### src/rtl/booth4_mul_if.sv
// Request/response bundle for the radix-4 Booth multiplier: issue side with
// operands and flush, result side with valid/ready backpressure.
interface booth4_mul_if #(
  parameter int XLEN = 64
);
  logic            flush;
  logic            mul_valid;
  logic            mul_ready;
  logic            a_signed;
  logic            b_signed;
  logic            mul_word;
  logic [XLEN-1:0] multiplicand;
  logic [XLEN-1:0] multiplier;
  logic            out_valid;
  logic            out_ready;
  logic [XLEN-1:0] result_hi;
  logic [XLEN-1:0] result_lo;

  modport master (
    output flush, mul_valid, a_signed, b_signed, mul_word,
           multiplicand, multiplier, out_ready,
    input  mul_ready, out_valid, result_hi, result_lo
  );

  modport slave (
    input  flush, mul_valid, a_signed, b_signed, mul_word,
           multiplicand, multiplier, out_ready,
    output mul_ready, out_valid, result_hi, result_lo
  );
endinterface

### src/rtl/booth4_mul_unit.sv
// Iterative radix-4 Booth multiplier (signed/unsigned/mixed, optional 32-bit
// word mode) with one Booth digit retired per cycle and early termination.
module booth4_mul_unit #(
  parameter int XLEN       = 64,
  parameter bit WORD_EN    = 1'b1,
  parameter bit EARLY_TERM = 1'b1
) (
  input  logic         clk,
  input  logic         rst,
  booth4_mul_if.slave  bus
);
  localparam int W       = XLEN + 2;
  localparam int N       = W / 2;
  localparam int CW      = $clog2(N + 1);
  localparam bit WORD_OK = WORD_EN && (XLEN >= 64);

  typedef enum logic [1:0] {S_IDLE, S_BUSY, S_DONE} state_t;

  state_t          state_q, state_d;
  logic [2*W-1:0]  acc_q, acc_d;
  logic [2*W-1:0]  mcand_q, mcand_d;
  logic [W:0]      mplier_q, mplier_d;
  logic [CW-1:0]   cnt_q, cnt_d;
  logic            word_q, word_d;
  logic [XLEN-1:0] hi_q, hi_d;
  logic [XLEN-1:0] lo_q, lo_d;
  logic            ready_q, ready_d;
  logic            valid_q, valid_d;

  logic [W-1:0]    ext_a, ext_b;
  logic [2*W-1:0]  pp;
  logic            pp_neg;
  logic [2*W-1:0]  sum;
  logic [W:0]      mplier_shift;
  logic            last_step;
  logic [XLEN-1:0] res_hi, res_lo;

  // Operand extension and result formatting differ only when word mode exists.
  if (WORD_OK) begin : g_word
    always_comb begin
      if (bus.mul_word) begin
        ext_a = {{(W-32){bus.a_signed & bus.multiplicand[31]}}, bus.multiplicand[31:0]};
        ext_b = {{(W-32){bus.b_signed & bus.multiplier[31]}}, bus.multiplier[31:0]};
      end else begin
        ext_a = {{2{bus.a_signed & bus.multiplicand[XLEN-1]}}, bus.multiplicand};
        ext_b = {{2{bus.b_signed & bus.multiplier[XLEN-1]}}, bus.multiplier};
      end
    end
    assign res_lo = word_q ? {{(XLEN-32){sum[31]}}, sum[31:0]}  : sum[XLEN-1:0];
    assign res_hi = word_q ? {{(XLEN-32){sum[63]}}, sum[63:32]} : sum[2*XLEN-1:XLEN];
  end else begin : g_noword
    assign ext_a  = {{2{bus.a_signed & bus.multiplicand[XLEN-1]}}, bus.multiplicand};
    assign ext_b  = {{2{bus.b_signed & bus.multiplier[XLEN-1]}}, bus.multiplier};
    assign res_lo = sum[XLEN-1:0];
    assign res_hi = sum[2*XLEN-1:XLEN];
  end

  // Booth digit from the overlapping 3-bit window; negatives use ~x + 1.
  always_comb begin
    pp     = '0;
    pp_neg = 1'b0;
    case (mplier_q[2:0])
      3'b001, 3'b010: pp = mcand_q;
      3'b011:         pp = mcand_q << 1;
      3'b100: begin
        pp     = ~(mcand_q << 1);
        pp_neg = 1'b1;
      end
      3'b101, 3'b110: begin
        pp     = ~mcand_q;
        pp_neg = 1'b1;
      end
      default:        pp = '0;
    endcase
  end

  assign sum          = acc_q + pp + {{(2*W-1){1'b0}}, pp_neg};
  assign mplier_shift = {mplier_q[W], mplier_q[W], mplier_q[W:2]};
  // A uniform remaining multiplier only ever decodes to zero digits.
  assign last_step    = (cnt_q == CW'(N - 1)) ||
                        (EARLY_TERM && ((mplier_shift == '0) || (mplier_shift == '1)));

  always_comb begin
    state_d  = state_q;
    acc_d    = acc_q;
    mcand_d  = mcand_q;
    mplier_d = mplier_q;
    cnt_d    = cnt_q;
    word_d   = word_q;
    hi_d     = hi_q;
    lo_d     = lo_q;
    case (state_q)
      S_IDLE: begin
        if (bus.mul_valid) begin
          state_d  = S_BUSY;
          acc_d    = '0;
          mcand_d  = {{W{ext_a[W-1]}}, ext_a};
          mplier_d = {ext_b, 1'b0};
          cnt_d    = '0;
          word_d   = WORD_OK & bus.mul_word;
        end
      end
      S_BUSY: begin
        acc_d    = sum;
        mcand_d  = mcand_q << 2;
        mplier_d = mplier_shift;
        cnt_d    = cnt_q + 1'b1;
        if (last_step) begin
          state_d = S_DONE;
          hi_d    = res_hi;
          lo_d    = res_lo;
        end
      end
      S_DONE: begin
        if (bus.out_ready) state_d = S_IDLE;
      end
      default: state_d = S_IDLE;
    endcase
    if (bus.flush) state_d = S_IDLE;
    ready_d = (state_d == S_IDLE);
    valid_d = (state_d == S_DONE);
  end

  always_ff @(posedge clk) begin
    if (rst) begin
      state_q  <= S_IDLE;
      acc_q    <= '0;
      mcand_q  <= '0;
      mplier_q <= '0;
      cnt_q    <= '0;
      word_q   <= 1'b0;
      hi_q     <= '0;
      lo_q     <= '0;
      ready_q  <= 1'b1;
      valid_q  <= 1'b0;
    end else begin
      state_q  <= state_d;
      acc_q    <= acc_d;
      mcand_q  <= mcand_d;
      mplier_q <= mplier_d;
      cnt_q    <= cnt_d;
      word_q   <= word_d;
      hi_q     <= hi_d;
      lo_q     <= lo_d;
      ready_q  <= ready_d;
      valid_q  <= valid_d;
    end
  end

  assign bus.mul_ready = ready_q;
  assign bus.out_valid = valid_q;
  assign bus.result_hi = hi_q;
  assign bus.result_lo = lo_q;
endmodule

### src/flat_wrapper.sv
// flat-port wrapper written by rule: the top's interface ports become plain ports
module booth4_mul_unit_flat 
#(
  parameter int XLEN       = 64,
  parameter bit WORD_EN    = 1'b1,
  parameter bit EARLY_TERM = 1'b1
)
  (clk, rst, bus_flush, bus_mul_valid, bus_a_signed, bus_b_signed, bus_mul_word, bus_multiplicand, bus_multiplier, bus_out_ready, bus_mul_ready, bus_out_valid, bus_result_hi, bus_result_lo);
  booth4_mul_if #(.XLEN(XLEN)) bus_i ();
  input  logic clk;
  input  logic rst;
  input wire logic [$bits(bus_i.flush)-1:0] bus_flush;
  input wire logic [$bits(bus_i.mul_valid)-1:0] bus_mul_valid;
  input wire logic [$bits(bus_i.a_signed)-1:0] bus_a_signed;
  input wire logic [$bits(bus_i.b_signed)-1:0] bus_b_signed;
  input wire logic [$bits(bus_i.mul_word)-1:0] bus_mul_word;
  input wire logic [$bits(bus_i.multiplicand)-1:0] bus_multiplicand;
  input wire logic [$bits(bus_i.multiplier)-1:0] bus_multiplier;
  input wire logic [$bits(bus_i.out_ready)-1:0] bus_out_ready;
  output wire logic [$bits(bus_i.mul_ready)-1:0] bus_mul_ready;
  output wire logic [$bits(bus_i.out_valid)-1:0] bus_out_valid;
  output wire logic [$bits(bus_i.result_hi)-1:0] bus_result_hi;
  output wire logic [$bits(bus_i.result_lo)-1:0] bus_result_lo;
  assign bus_i.flush = bus_flush;
  assign bus_i.mul_valid = bus_mul_valid;
  assign bus_i.a_signed = bus_a_signed;
  assign bus_i.b_signed = bus_b_signed;
  assign bus_i.mul_word = bus_mul_word;
  assign bus_i.multiplicand = bus_multiplicand;
  assign bus_i.multiplier = bus_multiplier;
  assign bus_i.out_ready = bus_out_ready;
  assign bus_mul_ready = bus_i.mul_ready;
  assign bus_out_valid = bus_i.out_valid;
  assign bus_result_hi = bus_i.result_hi;
  assign bus_result_lo = bus_i.result_lo;
  booth4_mul_unit #(.XLEN(XLEN), .WORD_EN(WORD_EN), .EARLY_TERM(EARLY_TERM)) u_core (.clk(clk), .rst(rst), .bus(bus_i));
endmodule
### config.mk
export PLATFORM = sky130hd
export DESIGN_NAME = booth4_mul_unit_flat
export DESIGN_NICKNAME = d
export VERILOG_FILES = /design/src/rtl/booth4_mul_if.sv /design/src/rtl/booth4_mul_unit.sv /design/src/flat_wrapper.sv
export SDC_FILE = /design/constraint.sdc
export NUM_CORES = 2
export LEC_CHECK = 0
export BUFFER_PORTS_ARGS = -buffer_cell sky130_fd_sc_hd__buf_2
export CAP_MARGIN = 10
export CORE_MARGIN = 5
export CORE_UTILIZATION = 55
export DETAILED_ROUTE_END_ITERATION = 8
export GPL_TIMING_DRIVEN = 0
export MAX_ROUTING_LAYER = met4
export PLACE_DENSITY_LB_ADDON = 0.08
export SKIP_CTS_REPAIR_TIMING = 1
export SLEW_MARGIN = 0
export SYNTH_ARGS = -nofsm -noshare
export SYNTH_HDL_FRONTEND = slang
export SYNTH_SLANG_ARGS = --single-unit
### constraint.sdc
create_clock -name clk -period 4.2 [get_ports clk]
set_clock_uncertainty 0.15 [all_clocks]
set_input_delay 0.63 -clock clk [delete_from_list [all_inputs] [get_ports clk]]
set_output_delay 0.63 -clock clk [all_outputs]
set_load 0.1 [all_outputs]
* After elaboration in Yosys (flattened, before gate mapping)
Cells that the tools add are included. Widths: inputs -> output; s select.
Word-level totals: bits in registers 470, bits of input ports 136, word-level logic and storage cells 65, output and inout port bits 130
Operators by class: equality and inequality tests 12, reduce and logical (&&, ||, !) cells 13, mux-type cells 19, bitwise operators 7, $add $sub $neg 3
Operators by type and width (number):
- $pmux 132 s2 | 2
- $pmux 132 s4 | 1
- $mux 132 | 2
- $not 132->132 | 2
- $pmux 67 s2 | 1
- $add 132x1->132 | 1
- $add 132x132->132 | 1
- $mux 66 | 2
- $mux 64 | 2
- $eq 67x67->1 const B | 1
- $logic_not 67->1 | 1
- $mux 67 | 1
- $pmux 6 s2 | 1
- $eq 3x3->1 const B | 3
- $mux 2 | 4
- $add 6x1->6 const B | 1
- $eq 3x2->1 const B | 2
- $eq 6x6->1 const B | 1
- $mux 6 | 1
- $pmux 2 s3 | 1
- $reduce_and 2->1 | 3
- $and 1x1->1 | 4
- $eq 2x2->1 const B | 2
- $logic_not 2->1 | 2
- other kinds (10) | 12

* Longest topological paths before layout
word-level depth 7, gate-level depth with buffers 22, gate-level depth less buffers 18

* Worst setup path before layout
No wires, ideal clock.
path type register to register, start register u_core.mplier_q[2], end register u_core.hi_q[38] (netlist: u_core.bus.result_hi[38]), path slack -0.438 ns, clock period less this slack 4.638 ns, setup time 0.141 ns, required time 3.909 ns, path buffers 3, stages on the path, launching flop included 20, arrival time 4.347 ns, cells stage by stage dfxtp_1 > clkbuf_1 > buf_2 > clkbuf_1 > xor2_1 > a22oi_1 > o21ai_0 > fa_1 > a211oi_1 > o21ai_1 > a21oi_2 > a21oi_2 > a211o_1 > a31o_2 > a31oi_2 > and2b_1 > nor3_1 > or2_1 > xnor2_1 > o221ai_1
Between the ends: longest elaborated chain between the ends 6, elaborated cells between the ends (all ways) 19, classes of those cells add/sub: 2; eq/ne: 7; mux: 3; reduce/logical: 7
RTL lines:
- start: declaration | RTL line booth4_mul_unit.sv:22 | logic [W:0] mplier_q, mplier_d;
- start signal: assignment | RTL line booth4_mul_unit.sv:140 | mplier_q <= mplier_d;
- $eq 3x3->1, or another cell as far along | RTL line booth4_mul_unit.sv:62 | case (mplier_q[2:0])
- $reduce_or 2->1, on equally long branches
- $pmux 132 s4 | RTL line booth4_mul_unit.sv:62
- $add 132x132->132 | RTL line booth4_mul_unit.sv:77 | assign sum = acc_q + pp + {{(2*W-1){1'b0}}, pp_neg};
- $add 132x1->132 | RTL line booth4_mul_unit.sv:77
- $mux 64 | RTL line booth4_mul_unit.sv:50 | assign res_hi = word_q ? {{(XLEN-32){sum[63]}}, sum[63:32]} : sum[2*XLEN-1:XLEN];
- end signal: assignment | RTL line booth4_mul_unit.sv:143 | hi_q <= hi_d;
- end: declaration | RTL line booth4_mul_unit.sv:25 | logic [XLEN-1:0] hi_q, hi_d;
Several ways; a longest one is shown, not always the timed one. A chain may end at the register's enable or synchronous reset.

* Final worst setup path
Ends and elaborated chain as after synthesis.

==> results.cfg <==
[power_and_ir_drop]
seq_power_share = 0.375
power.share.clock = 0.362
net_sw_power_mw = 4.30
p_total_mw = 12.7
cellPowerDensity_nw_per_um2 = 325
internal_power_mw = 8.44
power.leakage_nw = 15.9
vdd_ir_drop_max_uv = 320
switching_share = 0.338
power_frac_comb = 0.263

[floorplanning]
io_pins = 266
die_y_um = 240
placement_rows = 84
die_area_um2 = 57500
floorplan.die.width_um = 240
core-area_um2 = 52400
initial_utilization = 0.554

[placed_design]
post-place-cells = 4726
placement.setup.worst_slack_ps = -2730
buffer_ports.inserted = 264
dp_hpwl_mm = 92.0
postPlaceCellArea_um2 = 31300
gp_congestion = 1.10

[finish]
final_design_area_no_fill_um2 = 39200
drive_above_1_share = 0.292
syn2layout_area_growth_pct = 35.1
post_layout_nonfiller_instances = 5011
final_net_count = 4551

[synthesis]
most_instantiated_library_cell_after_synthesis = sky130_fd_sc_hd__dfxtp_1
dominant_combinational_cell_family_by_area_after_synthesis = compound AO/OA/AOI/OAI gates
synth_largest_type_area_fraction = 0.319
synth.top_cells.by_count = 462 x sky130_fd_sc_hd__dfxtp_1, 422 x sky130_fd_sc_hd__a21oi_1, 403 x sky130_fd_sc_hd__nor2_1
compound_cell_area_share_of_the_yosys_netlist = 0.335
synth_seq_cells = 462
synth_simple_gate_area_share = 0.157
number_of_enable_type_register_cells_in_the_synthesized_netlist = 0
synth_ff_type = sky130_fd_sc_hd__dfxtp_1
yosysSeqAreaShare = 0.319
syn-mean-instance-area_um2 = 7.70
muxShareOfSynthArea = 0.00276
mappedNetlistNets = 4038
netlist_instances = 3772
ys_async_sr_fraction = 0
synth_cell_type_count = 83
synth_xor_area_frac = 0.0769
yosys.area.top_type = sky130_fd_sc_hd__dfxtp_1
ys_warn_count = 0
synthAdderAreaFrac = 0.0565
syn_area_um2 = 29000
synth.area.top_cells = sky130_fd_sc_hd__dfxtp_1 32%, sky130_fd_sc_hd__a21oi_1 7.3%, sky130_fd_sc_hd__a22oi_1 6.7%

[worst_setup_path]
endpoint_kind = register
ff_to_ff_setup_slack_ps = -630
critical_path.top_delay_family = compound AO/OA/AOI/OAI gates
slowest_stage = sky130_fd_sc_hd__fa_2
critical_path.startpoint_type = register
timing.critical_path.arrival_ps = 5180
critical_path_required_ps = 4540
worstPathCellList = buf_12 > buf_12 > a21oi_4 > o22ai_2 > a31oi_2 > fa_2 > fa_2 > a211oi_4 > o21ai_2 > a21oi_2 > buf_6 > a21oi_4 > a211o_1 > a31o_4 > a31oi_4 > and2b_2 > nor3_1 > or2_1 > xnor2_2 > o221ai_1
timing.rr.end = u_core.bus.result_hi[38]$_SDFFE_PP0P_
worstPathBufferInverterCount = 3
worstRegToRegCells = 20
cpPeakStageDelay_ps = 440
timing.setup.critical_path_class = reg2reg
timing.rr.start = u_core.mplier_q[2]$_SDFFE_PP0P_
critical_path_peak_fanout = 7

[clock_network]
clock_sink_count = 462
numCtsBuffers = 51
cts_tree = done
cts-root-buf = sky130_fd_sc_hd__clkbuf_16
max-clock-path-buffers = 3
htree_levels = 2
clock_transition_at_path_regs_ps = 60
clock_latency_ps = 640

[sta]
postLayoutSetupSlackWorst_ps = -633
maxClockFrequency_ghz = 0.207
portion_of_the_clock_cycle_consumed_by_the_worst_path_in_the_final_layout = 1.15
worstMarginPinSlew_ps = 1340
hold-worst-slack_ps = 70.0
setup-violations-final = 170
drv_slew = 0
slew-limit-headroom = 0.104
timing.final.hold_violations = 0
finalWorstPathRequiredPeriod_ps = 4830
rsz0062_at_grt = true

[route]
remaining_drc_errors = 1
detail_route.iter0.violations = 4516
detail_route.wl_per_cell_um = 25.6
route.antenna.remaining_nets = 0
drt_pass1_iterations = 8
drt-vias-per-instance = 6.68
routed_wl_mm = 128
dr_total_vias = 33500

[grt]
grt_first_pass_wirelength_mm = 174
vias_in_the_first_global_route = 28400
antenna_found_initial = 3
global_route.overflow_total = 0
globalRouteTotalUtil = 0.403
pin_count_of_the_biggest_net_entering_global_routing = 15

[outcome]
violations = DRC, setup timing
run_status = complete, but fails checks

[hold_path]
timing.hold.worst_path_depth = 2
holdCritPathClass = in2reg
whs_endpoint = u_core.state_q[1]$_SDFF_PP0_
startpoint_of_the_worst_hold_path = bus_flush

[job]
drv_cap = 0
==> layer usage <==
| layer | wire (um) | global-route usage | up-vias |
|---|---|---|---|
| li1 | - | - | 14900 |
| met5 | 0 | - | - |
| met3 | 14600 | 0.0774 | 488 |
| met1 | 51400 | 0.555 | 16000 |
| met4 | 7800 | 0.177 | 0 |
| met2 | 54600 | 0.575 | 2095 |
==> registers in the layout, indices dropped and copies added, names as in the netlist <==
| register | count |
|---|---|
| u_core.state_q | 2 |
| u_core.bus.mul_ready | 1 |
| u_core.mplier_q | 67 |
| u_core.acc_q | 128 |
| u_core.cnt_q | 6 |
| u_core.bus.out_valid | 1 |
| u_core.mcand_q | 128 |
| u_core.bus.result_lo | 64 |
| u_core.word_q | 1 |
| u_core.bus.result_hi | 64 |
==> area by class of cell <==
cell class | count | area (um2)
plain buffers | 257 | 1430
multi-input cells | 2901 | 22000
fillers | 3944 | 13200
clock buffers | 72 | 1440
repair buffers | 507 | 3610
flip-flops and latches | 462 | 9250
clock inverters | 18 | 215
well taps | 688 | 861
diodes | 1 | 2.50
inverters | 105 | 394
==> worst register-to-register path: cells and delay by family, from the launching register on <==
kind | cells | cell delay, ps
compound gates | 11 | 2050
fa+ha+maj | 2 | 850
simple gates | 3 | 540
buf+inv | 3 | 430
flops | 1 | 380
xor+xnor | 1 | 300
==> metrics by stage <==
stage	setup TNS [ps]	util
floorplan	-38.9	-
global placement	-421770	0.596
detailed placement	-387940	0.597
CTS	-396710	0.629
global route	-50340	0.748
finish	-38360	0.748
==> how the worst max path moves through the flow <==
| stage | start | to | slack (ps) | depth (start not counted) |
|---|---|---|---|---|
| 6_report | u_core.mplier_q[2]$_SDFFE_PP0P_ | u_core.bus.result_hi[38]$_SDFFE_PP0P_ | -630 | 20 |
| 5_1_grt | u_core.mplier_q[2]$_SDFFE_PP0P_ | u_core.bus.result_hi[38]$_SDFFE_PP0P_ | -660 | 20 |
| 4_1_cts | u_core.mplier_q[2]$_SDFFE_PP0P_ | u_core.bus.result_lo[41]$_SDFFE_PP0P_ | -2770 | 19 |
| 3_5_place_dp | u_core.mplier_q[2]$_SDFFE_PP0P_ | u_core.bus.result_lo[51]$_SDFFE_PP0P_ | -2730 | 19 |
| 3_3_place_gp | u_core.mplier_q[2]$_SDFFE_PP0P_ | u_core.bus.result_lo[51]$_SDFFE_PP0P_ | -2850 | 19 |
| 2_1_floorplan | u_core.mplier_q[2]$_SDFFE_PP0P_ | u_core.bus.result_hi[38]$_SDFFE_PP0P_ | -40 | 19 |
==> power by group through the flow <==
stage	Combinational (mW)	Clock (mW)	Sequential (mW)
2_1_floorplan	1.56	0	4.78
3_3_place_gp	2.30	0	4.84
3_5_place_dp	2.32	0	4.84
4_1_cts	2.33	4.59	4.75
5_1_grt	3.50	4.79	4.80
6_report	3.35	4.61	4.78
==> kinds of logic (layout without fill, tap and decap cells) <==
family | after synthesis | after routing
buffers and inverters | 409 | 959
AOI/OAI and AO/OA | 1501 | 1501
muxes | 8 | 8
and+or+nand+nor | 1008 | 1008
xor gates and xnor gates | 254 | 254
adders and majority gates | 130 | 130
other | 0 | 1
DFF | 462 | 462
==> cells in the final DEF, fill, tap and decap left out, types with 44 or more instances in the layout <==
master / netlist / routed
sky130_fd_sc_hd__nand2_1: 278 / 236
sky130_fd_sc_hd__inv_1: 101 / 100
sky130_fd_sc_hd__o21ai_0: 319 / 207
sky130_fd_sc_hd__nand2b_1: 70 / 70
sky130_fd_sc_hd__clkbuf_1: 261 / 179
sky130_fd_sc_hd__a21oi_1: 422 / 333
sky130_fd_sc_hd__a21o_1: 65 / 64
sky130_fd_sc_hd__a21oi_2: 7 / 70
sky130_fd_sc_hd__buf_6: 0 / 56
sky130_fd_sc_hd__buf_2: 15 / 271
sky130_fd_sc_hd__xor2_1: 177 / 149
sky130_fd_sc_hd__nand4_1: 93 / 93
sky130_fd_sc_hd__o21ai_1: 36 / 72
sky130_fd_sc_hd__ha_1: 128 / 57
sky130_fd_sc_hd__o21ai_2: 2 / 62
sky130_fd_sc_hd__a22oi_1: 260 / 212
sky130_fd_sc_hd__dfxtp_1: 462 / 460
sky130_fd_sc_hd__clkbuf_16: 0 / 59
sky130_fd_sc_hd__ha_4: 0 / 44
sky130_fd_sc_hd__buf_4: 0 / 187
sky130_fd_sc_hd__a22oi_2: 0 / 48
sky130_fd_sc_hd__nor2_1: 403 / 368
(Power assumes the default switching activity.)
